===== src/rtl/stb_pkg.sv =====
// rtl/stb_pkg.sv - store buffer shared types, constants and byte-mask helper
package stb_pkg;

  localparam int STB_DEPTH = 4;
  localparam int WADDR_W   = 30;

  typedef struct packed {
    logic [WADDR_W-1:0] waddr;
    logic [31:0]        data;
    logic [3:0]         be;
  } stb_entry_t;

  // Expand byte enables into a 32-bit bit mask
  function automatic logic [31:0] be_to_mask(input logic [3:0] be);
    return {{8{be[3]}}, {8{be[2]}}, {8{be[1]}}, {8{be[0]}}};
  endfunction

endpackage


===== src/rtl/stb_fwd_merge.sv =====
// rtl/stb_fwd_merge.sv - youngest-first per-lane load forwarding over the entry array
module stb_fwd_merge
  import stb_pkg::*;
#(
  parameter int DEPTH = STB_DEPTH,
  localparam int PTR_W = $clog2(DEPTH)
) (
  input  stb_entry_t         i_entries [DEPTH],
  input  logic [PTR_W-1:0]   i_head,
  input  logic [PTR_W:0]     i_count,
  input  logic               i_ld_valid,
  input  logic [WADDR_W-1:0] i_ld_waddr,
  output logic [3:0]         o_fwd_be,
  output logic [31:0]        o_fwd_data
);

  // Walk entries oldest to youngest so later matches overwrite earlier ones per lane
  always_comb begin
    logic [PTR_W-1:0] w_idx;
    o_fwd_be   = '0;
    o_fwd_data = '0;
    w_idx      = '0;
    for (int i = 0; i < DEPTH; i++) begin
      w_idx = i_head + PTR_W'(i);
      if (i_ld_valid && ((PTR_W+1)'(i) < i_count) &&
          (i_entries[w_idx].waddr == i_ld_waddr)) begin
        for (int l = 0; l < 4; l++) begin
          if (i_entries[w_idx].be[l]) begin
            o_fwd_be[l]          = 1'b1;
            o_fwd_data[8*l +: 8] = i_entries[w_idx].data[8*l +: 8];
          end
        end
      end
    end
  end

endmodule


===== src/rtl/store_buffer.sv =====
// rtl/store_buffer.sv - in-order store buffer with load forwarding; optional STB_COALESCE_EN merges same-word stores
module store_buffer
  import stb_pkg::*;
#(
  parameter int DEPTH = STB_DEPTH
) (
  input  logic        Clk,
  input  logic        reset,
  input  logic        st_valid,
  input  logic [31:0] st_addr,
  input  logic [31:0] st_data,
  input  logic [3:0]  st_be,
  output logic        st_ready,
  input  logic        ld_valid,
  input  logic [31:0] ld_addr,
  output logic [3:0]  ld_fwd_be,
  output logic [31:0] ld_fwd_data,
  input  logic        dm_busy,
  output logic        dm_we,
  output logic [31:0] dm_addr,
  output logic [31:0] dm_wd,
  output logic [3:0]  dm_be,
  output logic        stb_empty
);

  localparam int PTR_W = $clog2(DEPTH);
  localparam logic [PTR_W:0] FULL_CNT = (PTR_W+1)'(DEPTH);

  stb_entry_t       r_entries [DEPTH];
  logic [PTR_W-1:0] r_head;
  logic [PTR_W-1:0] r_tail;
  logic [PTR_W:0]   r_count;

  logic w_full;
  logic w_drain;
  logic w_push;
  logic w_coal;
  logic w_nonempty;
  logic w_unused;

  assign w_unused   = ^{st_addr[1:0], ld_addr[1:0]};
  assign w_nonempty = (r_count != '0);
  assign w_full     = (r_count == FULL_CNT);
  assign w_drain    = w_nonempty && !dm_busy;

`ifdef STB_COALESCE_EN
  logic [PTR_W-1:0] w_tail_m1;
  assign w_tail_m1 = r_tail - 1'b1;
  // The youngest entry may absorb the store unless it is the head leaving this edge
  assign w_coal = st_valid && w_nonempty &&
                  (r_entries[w_tail_m1].waddr == st_addr[31:2]) &&
                  !(w_drain && (w_tail_m1 == r_head));
`else
  assign w_coal = 1'b0;
`endif

  assign st_ready  = !w_full || w_coal;
  assign w_push    = st_valid && st_ready && !w_coal;
  assign stb_empty = !w_nonempty;

  assign dm_we   = w_drain;
  assign dm_addr = w_nonempty ? {r_entries[r_head].waddr, 2'b00} : '0;
  assign dm_wd   = w_nonempty ? r_entries[r_head].data : '0;
  assign dm_be   = w_nonempty ? r_entries[r_head].be : '0;

  // Pointer and occupancy bookkeeping; reset discards every queued store
  always_ff @(posedge Clk) begin
    if (reset) begin
      r_head  <= '0;
      r_tail  <= '0;
      r_count <= '0;
    end else begin
      if (w_push)  r_tail <= r_tail + 1'b1;
      if (w_drain) r_head <= r_head + 1'b1;
      r_count <= r_count + {{PTR_W{1'b0}}, w_push} - {{PTR_W{1'b0}}, w_drain};
    end
  end

  // Entry payload writes; validity comes from head/count so no reset is needed here
  always_ff @(posedge Clk) begin
    if (w_push) begin
      r_entries[r_tail] <= '{waddr: st_addr[31:2], data: st_data, be: st_be};
    end
`ifdef STB_COALESCE_EN
    else if (w_coal) begin
      r_entries[w_tail_m1].data <= (r_entries[w_tail_m1].data & ~be_to_mask(st_be)) |
                                   (st_data & be_to_mask(st_be));
      r_entries[w_tail_m1].be   <= r_entries[w_tail_m1].be | st_be;
    end
`endif
  end

  stb_fwd_merge #(.DEPTH(DEPTH)) u_fwd (
    .i_entries  (r_entries),
    .i_head     (r_head),
    .i_count    (r_count),
    .i_ld_valid (ld_valid),
    .i_ld_waddr (ld_addr[31:2]),
    .o_fwd_be   (ld_fwd_be),
    .o_fwd_data (ld_fwd_data)
  );

endmodule


===== config.mk =====
export PLATFORM = sky130hd
export DESIGN_NAME = store_buffer
export DESIGN_NICKNAME = d
export VERILOG_FILES = /design/src/rtl/stb_pkg.sv /design/src/rtl/stb_fwd_merge.sv /design/src/rtl/store_buffer.sv
export SDC_FILE = /design/constraint.sdc
export NUM_CORES = 1
export LEC_CHECK = 0
export ABC_AREA = 1
export BUFFER_PORTS_ARGS = -buffer_cell sky130_fd_sc_hd__buf_2
export CAP_MARGIN = 10
export CORE_ASPECT_RATIO = 1.25
export CORE_MARGIN = 4
export CORE_UTILIZATION = 60
export DETAILED_ROUTE_END_ITERATION = 16
export PLACE_DENSITY = 0.82
export SLEW_MARGIN = 20
export SYNTH_ARGS = -nofsm -noshare
export SYNTH_HDL_FRONTEND = slang
export SYNTH_SLANG_ARGS = --single-unit

===== constraint.sdc =====
create_clock -name Clk -period 6.6 [get_ports Clk]
set_input_delay 1.65 -clock Clk [delete_from_list [all_inputs] [get_ports Clk]]
set_output_delay 1.65 -clock Clk [all_outputs]
set_load 0.05 [all_outputs]

==> impl_metrics.ini, run 1 <==
[grt]
top_usage_layer = met2
use_met1_pct = 38.13
met3_usage_pct = 5.276
grt_max_degree = 225
grt_pass1_vias = 18280
grt-ovfl-total = 0
gr-usage-met2_pct = 55.92
antenna_found_initial = 15
grt_pass1_wl_um = 92190
track_usage_pct = 32.59

[synth]
ys_seq_area_share_pct = 42.07
synth.distinct_cells = 41
synth_edf_count = 264
synth-seq-cells = 271
synthesis.area_um2 = 19180
ys_warn_count = 0
async_reset_ff_share_pct = 0
ys.flop_type = edfxtp_1
netlist_instances = 2819
syn_avg_cell_area_um2 = 6.802

[pwr]
p_per_area_nw_per_um2 = 417.6
swShare_pct = 52.32
power.switching_w = 0.004627
seq_power_share_pct = 24.6
ir_drop_uv = 445.7
total_power_w = 0.008844
internal_power_w = 0.004217
p_leak_nw = 10.56
clkPwrFrac_pct = 18.1
p_comb_share_pct = 57.2

[cts]
clock_sinks = 271
clock_latency_ns = 0.58
htree_levels = 1
cts_hold_buf = 0
cts_buffer_depth = 3
cts_resized = 0
cts_setup_buffers = 0
clk_pin_slew_worst_paths_ns = 0.06
cts_tree = yes
root_buffer = clkbuf_16
numCtsBuffers = 29

[route]
vias = 19600
drc = 0
vias_per_cell = 5.803
wl_per_cell_um = 17.68
wirelength_um = 59710
dr.pass1.iters = 8
antenna_left = 0
drt_first_iter_violations = 2163

[setup_path]
r2r_end = r_count[2]
arrival_ns = 4.62
cp-start-kind = flip-flop
setup.worst_path.class = reg -> out
rr_worst_depth = 10
worstPathRequired_ns = 4.95
r2r_slack_ns = 3.74
cp_max_fo = 67
r2r-start = r_count[0]
end_kind = output pin

[floorplan]
row_count = 72
die_w_um = 167.9
dieArea_um2 = 34900
coreArea_um2 = 31260
dieHeight_um = 207.9
start_util_pct = 61.34
io_pins = 212

[layout]
nets = 3051
nFillCells = 2672
syn_to_final_growth_pct = 10.45
multiInputGateArea_um2 = 9493
final_common_cell = nand2_1
final_cell_mix = 1309 x nand2_1, 312 x nand3_1, 264 x edfxtp_1
drive_gt1_share_pct = 10.31
ff_latch_area_um2 = 8075
design_area_um2 = 21180

[placement]
dp_slack_ns = 0.8473
place.gp.congestion = 0.9760
io_buffers = 205
place_hpwl_um = 39120
place_area_um2 = 20230

[outcome]
status = completed

[hold_path]
hp-class = reg -> reg
holdCritStartpoint = r_tail[1]
holdPathEnd = r_tail[1]
holdPathStages = 2

[job]
cap_violations = 0

[sta]
rsz0062_at_grt = no
finalHoldViolations = 0
drv_slew = 0
setup_violations = 0
maxSlewHeadroom_pct = 24.86
fin_crit_ns = 6.265
fin_skew_ns = 0.01531
tightest_slew_ns = 1.127
fmax_mhz = 159.6
setup_slack_ns = 0.3347
setup_tns_ns = 0
min_period_over_period_pct = 94.93
flip-flops by register name (all words and copies together) (netlist names):
register and count:
r_entries 264, r_count 3, r_head 2, r_tail 2
layer usage:
| metal | vias up | share of wire, % |
|---|---|---|
| li1 | 9386 | - |
| met1 | 8906 | 36 |
| met2 | 1094 | 49 |
| met3 | 210 | 9.8 |
| met4 | 6 | 6.0 |
| met5 | - | 0.064 |
critical path: stages (launching register included):
cell,delay (ns)
dfxtp_4,0.36
buf_4,0.44
nand2_1,0.27
nand2_8,0.43
buf_4,0.30
nand2_1,0.10
nand3_1,0.09
nand2_1,0.05
nor2_1,0.11
nand2_1,0.06
nor2_1,0.15
nand2_1,0.11
nor2_4,0.08
buf_4,0.44
nand2_1,0.39
nand3_1,0.19
nand2_1,0.06
nand2_1,0.05
nand2_1,0.09
buf_2,0.23
synthesized netlist by cell type, types with 15 or more instances:
cell type  instances  area, um^2
buf_2             38       190.2
nand2_1         1309        4913
nand3_1          312        1562
inv_1            246       923.4
a21oi_1           68       340.3
nor2_1           166       623.1
buf_1             15       56.30
buf_4             24       180.2
o21ai_0          119       595.6
o21bai_1          34       255.2
edfxtp_1         264        7928
o21ai_1           24       120.1
nand4_1           20       125.1
clkbuf_1          52       195.2
a31oi_1           32       200.2
worst max path at each step:
stage	depth (start not counted)	end	slack, ns	start
finish	19	ld_fwd_data[0]	0.33	r_head[1]
global route	19	ld_fwd_data[5]	0.05	r_head[1]
CTS	19	ld_fwd_data[3]	0.26	r_head[1]
detailed placement	19	ld_fwd_data[3]	0.85	r_head[1]
global placement	16	ld_fwd_data[3]	0.93	ld_addr[10]
floorplan	2	r_entries[0]	1.48	st_valid
stage by stage:
stage	cells	hold WS, ns	utilization (%)
after detailed placement	3313	0.5564	64.71
final	3378	0.5742	67.75
after CTS	3366	0.5765	67.63
after floorplan	2820	0.4985	-
after global placement	3313	0.5213	64.71
after global routing	3374	0.6091	67.72
kinds of logic (layout without fill, tap and decap cells):
family | Yosys count | in the layout | synth area share, %
buffers and inverters | 388 | 527 | 8.743
DFF | 271 | 271 | 42.07
xor gates and xnor gates | 11 | 11 | 0.5024
AOI/OAI and AO/OA | 297 | 297 | 8.711
and+or+nand+nor | 1842 | 1842 | 39.33
other | 1 | 14 | 0.01956
adders and majority gates | 9 | 9 | 0.6264
final cells by class:
| type | count | share of cell area [%] |
|---|---|---|
| well taps | 407 | 2.404 |
| clock inverters | 15 | 0.7207 |
| diodes | 12 | 0.1418 |
| multi-input cells | 2161 | 44.82 |
| inverters | 248 | 4.431 |
| repair buffers | 226 | 5.766 |
| clock buffers | 38 | 3.586 |
| flip-flops and latches | 271 | 38.13 |
power by group through the flow:
stage                     logic [W]  registers (W)  clock network [W]
after floorplan             0.00380        0.00219                  0
after global placement      0.00485        0.00220                  0
after detailed placement    0.00496        0.00221                  0
after CTS                   0.00498        0.00218            0.00161
after global routing        0.00552        0.00219            0.00169
final                       0.00506        0.00218            0.00160
Note: power is estimated with default switching activity, not from simulation.
==> inputs of run 2 (changes only) <==
Settings changed: CORE_ASPECT_RATIO 1.25 to not set, CORE_UTILIZATION 60 to 55, PLACE_DENSITY 0.82 to 0.77.
==> run 2 against run 1 <==
  * Total power up 1.2%
  * Sequential share of layout area decreased by 0.39 points
  * Maximum frequency fell by 0.32%
  * Via count down 0.36%
  * Combinational power about the same
  * Worst setup slack lost 0.020 ns
  * Clock skew increased by 0.0058 ns
  * Sequential power hardly changed
  * Global-route usage down 2.6 points
  * Largest cell class unchanged
  * Highest routed layer unchanged
==> impl_metrics.ini, run 2 (synthesis gave the netlist of run 1 again) <==
[outcome]
status = completed

[sta]
fin_skew_ns = 0.02113
setup_tns_ns = 0
fmax_mhz = 159.1
min_period_over_period_pct = 95.23
fin_crit_ns = 6.285
setup_violations = 0
maxSlewHeadroom_pct = 25.14
tightest_slew_ns = 1.123
rsz0062_at_grt = no
drv_slew = 0
finalHoldViolations = 0

[setup_path]
cp_max_fo = 97
setup.worst_path.class = reg -> out
end_kind = output pin
cp-start-kind = flip-flop
worstPathRequired_ns = 4.95
arrival_ns = 4.64

[grt]
grt-ovfl-total = 0
gr-usage-met2_pct = 48.12
grt_pass1_wl_um = 92070
track_usage_pct = 29.96
top_usage_layer = met2
antenna_found_initial = 17
grt_max_degree = 118
use_met1_pct = 41.55
met3_usage_pct = 5.304
grt_pass1_vias = 17580

[floorplan]
io_pins = 212
coreArea_um2 = 34460
start_util_pct = 55.65
die_w_um = 194.7
dieHeight_um = 194.7
row_count = 68
dieArea_um2 = 37920

[cts]
htree_levels = 1
clock_latency_ns = 0.58
cts_tree = yes
clk_pin_slew_worst_paths_ns = 0.06
root_buffer = clkbuf_16
cts_hold_buf = 0
cts_buffer_depth = 3
clock_sinks = 271
numCtsBuffers = 31

[placement]
place_hpwl_um = 40480
place.gp.congestion = 0.9857
io_buffers = 205
place_area_um2 = 20330

[pwr]
total_power_w = 0.008954
p_per_area_nw_per_um2 = 418.5
ir_drop_uv = 368.6
p_leak_nw = 10.65

[layout]
syn_to_final_growth_pct = 11.57
final_cell_mix = 1309 x nand2_1, 312 x nand3_1, 264 x edfxtp_1
max_flop_register = r_entries
largest_register_ffs = 264
final_common_cell = nand2_1
nets = 3058
top_regs = r_entries x264, r_count x3
design_area_um2 = 21400
drive_gt1_share_pct = 10.75

[route]
antenna_left = 0
vias_per_cell = 5.691
drc = 0
wl_per_cell_um = 17.36
vias = 19530
dr.pass1.iters = 6
drt_first_iter_violations = 2086
wirelength_um = 59590

[job]
cap_violations = 0

[hold_path]
hp-class = reg -> reg
run 2: per-layer routing:
| layer | share of wire, % | wire length (um) | vias up |
|---|---|---|---|
| li1 | - | - | 9391 |
| met2 | 46 | 27130 | 1044 |
| met5 | 0.18 | 107 | - |
| met3 | 11 | 6728 | 155 |
| met4 | 3.3 | 1991 | 18 |
| met1 | 40 | 23630 | 8924 |
run 2: metrics by stage:
step           setup slack, ns  hold slack (ns)  utilization, %  std cells
4_1_cts                 0.2714           0.5549           61.93       3421
5_1_grt                0.08913           0.5845           62.07       3429
2_1_floorplan            1.479           0.4985               -       2820
3_5_place_dp            0.9060           0.5464           58.99       3365
6_report                0.3147           0.5570           62.09       3432
3_3_place_gp            0.9838           0.5275           58.91       3364
run 2: worst max-delay path: stages (launching register included):
cell and delay [ns]:
dfxtp_4 0.61, buf_4 0.93, nand3_1 0.15, nand2_1 0.21, xor2_1 0.35, nand2_1 0.08
nor2_1 0.18, nand2_1 0.08, nor2_1 0.13, nand2_2 0.22, nor2_2 0.41, nand3_1 0.11
nand2_1 0.10, nand2_1 0.05, nand2_1 0.11, buf_2 0.29
run 2: repair_timing:
action / 4_1_cts / 5_1_grt
resized for setup: 0 / 3
buffers inserted: 0 / 1
endpoints found under the setup margin: 0 / 31
run 2: path summary, 6_finish.rpt:
path,cells past startpoint,slack [ns],from,endpoint
setup / recovery,15,0.31,r_head[1],ld_fwd_data[27]
hold / removal,2,0.56,r_tail[1],r_tail[1]
hold reg to reg,2,0.56,r_tail[1],r_tail[1]
setup reg to reg,5,3.80,r_count[1],r_entries[176]
run 2: layout make-up:
class	count	area (um^2)
timing repair buffer	231	1290
clock buffer	36	794.5
inverter	248	938.4
fill	3054	13060
antenna	10	25.02
tap	455	569.3
multi-input combinational	2161	9484
clock inverter	20	219.0
sequential	271	8075
run 2: power breakdown:
part	leakage [nW]	total (W)	switching, W	internal [W]
Combinational	7.69	0.00503	0.00383	0.00120
Clock	0.486	0.00171	0.000693	0.00102
Sequential	2.48	0.00221	0.000126	0.00209
Total	10.6	0.00895	0.00465	0.00431
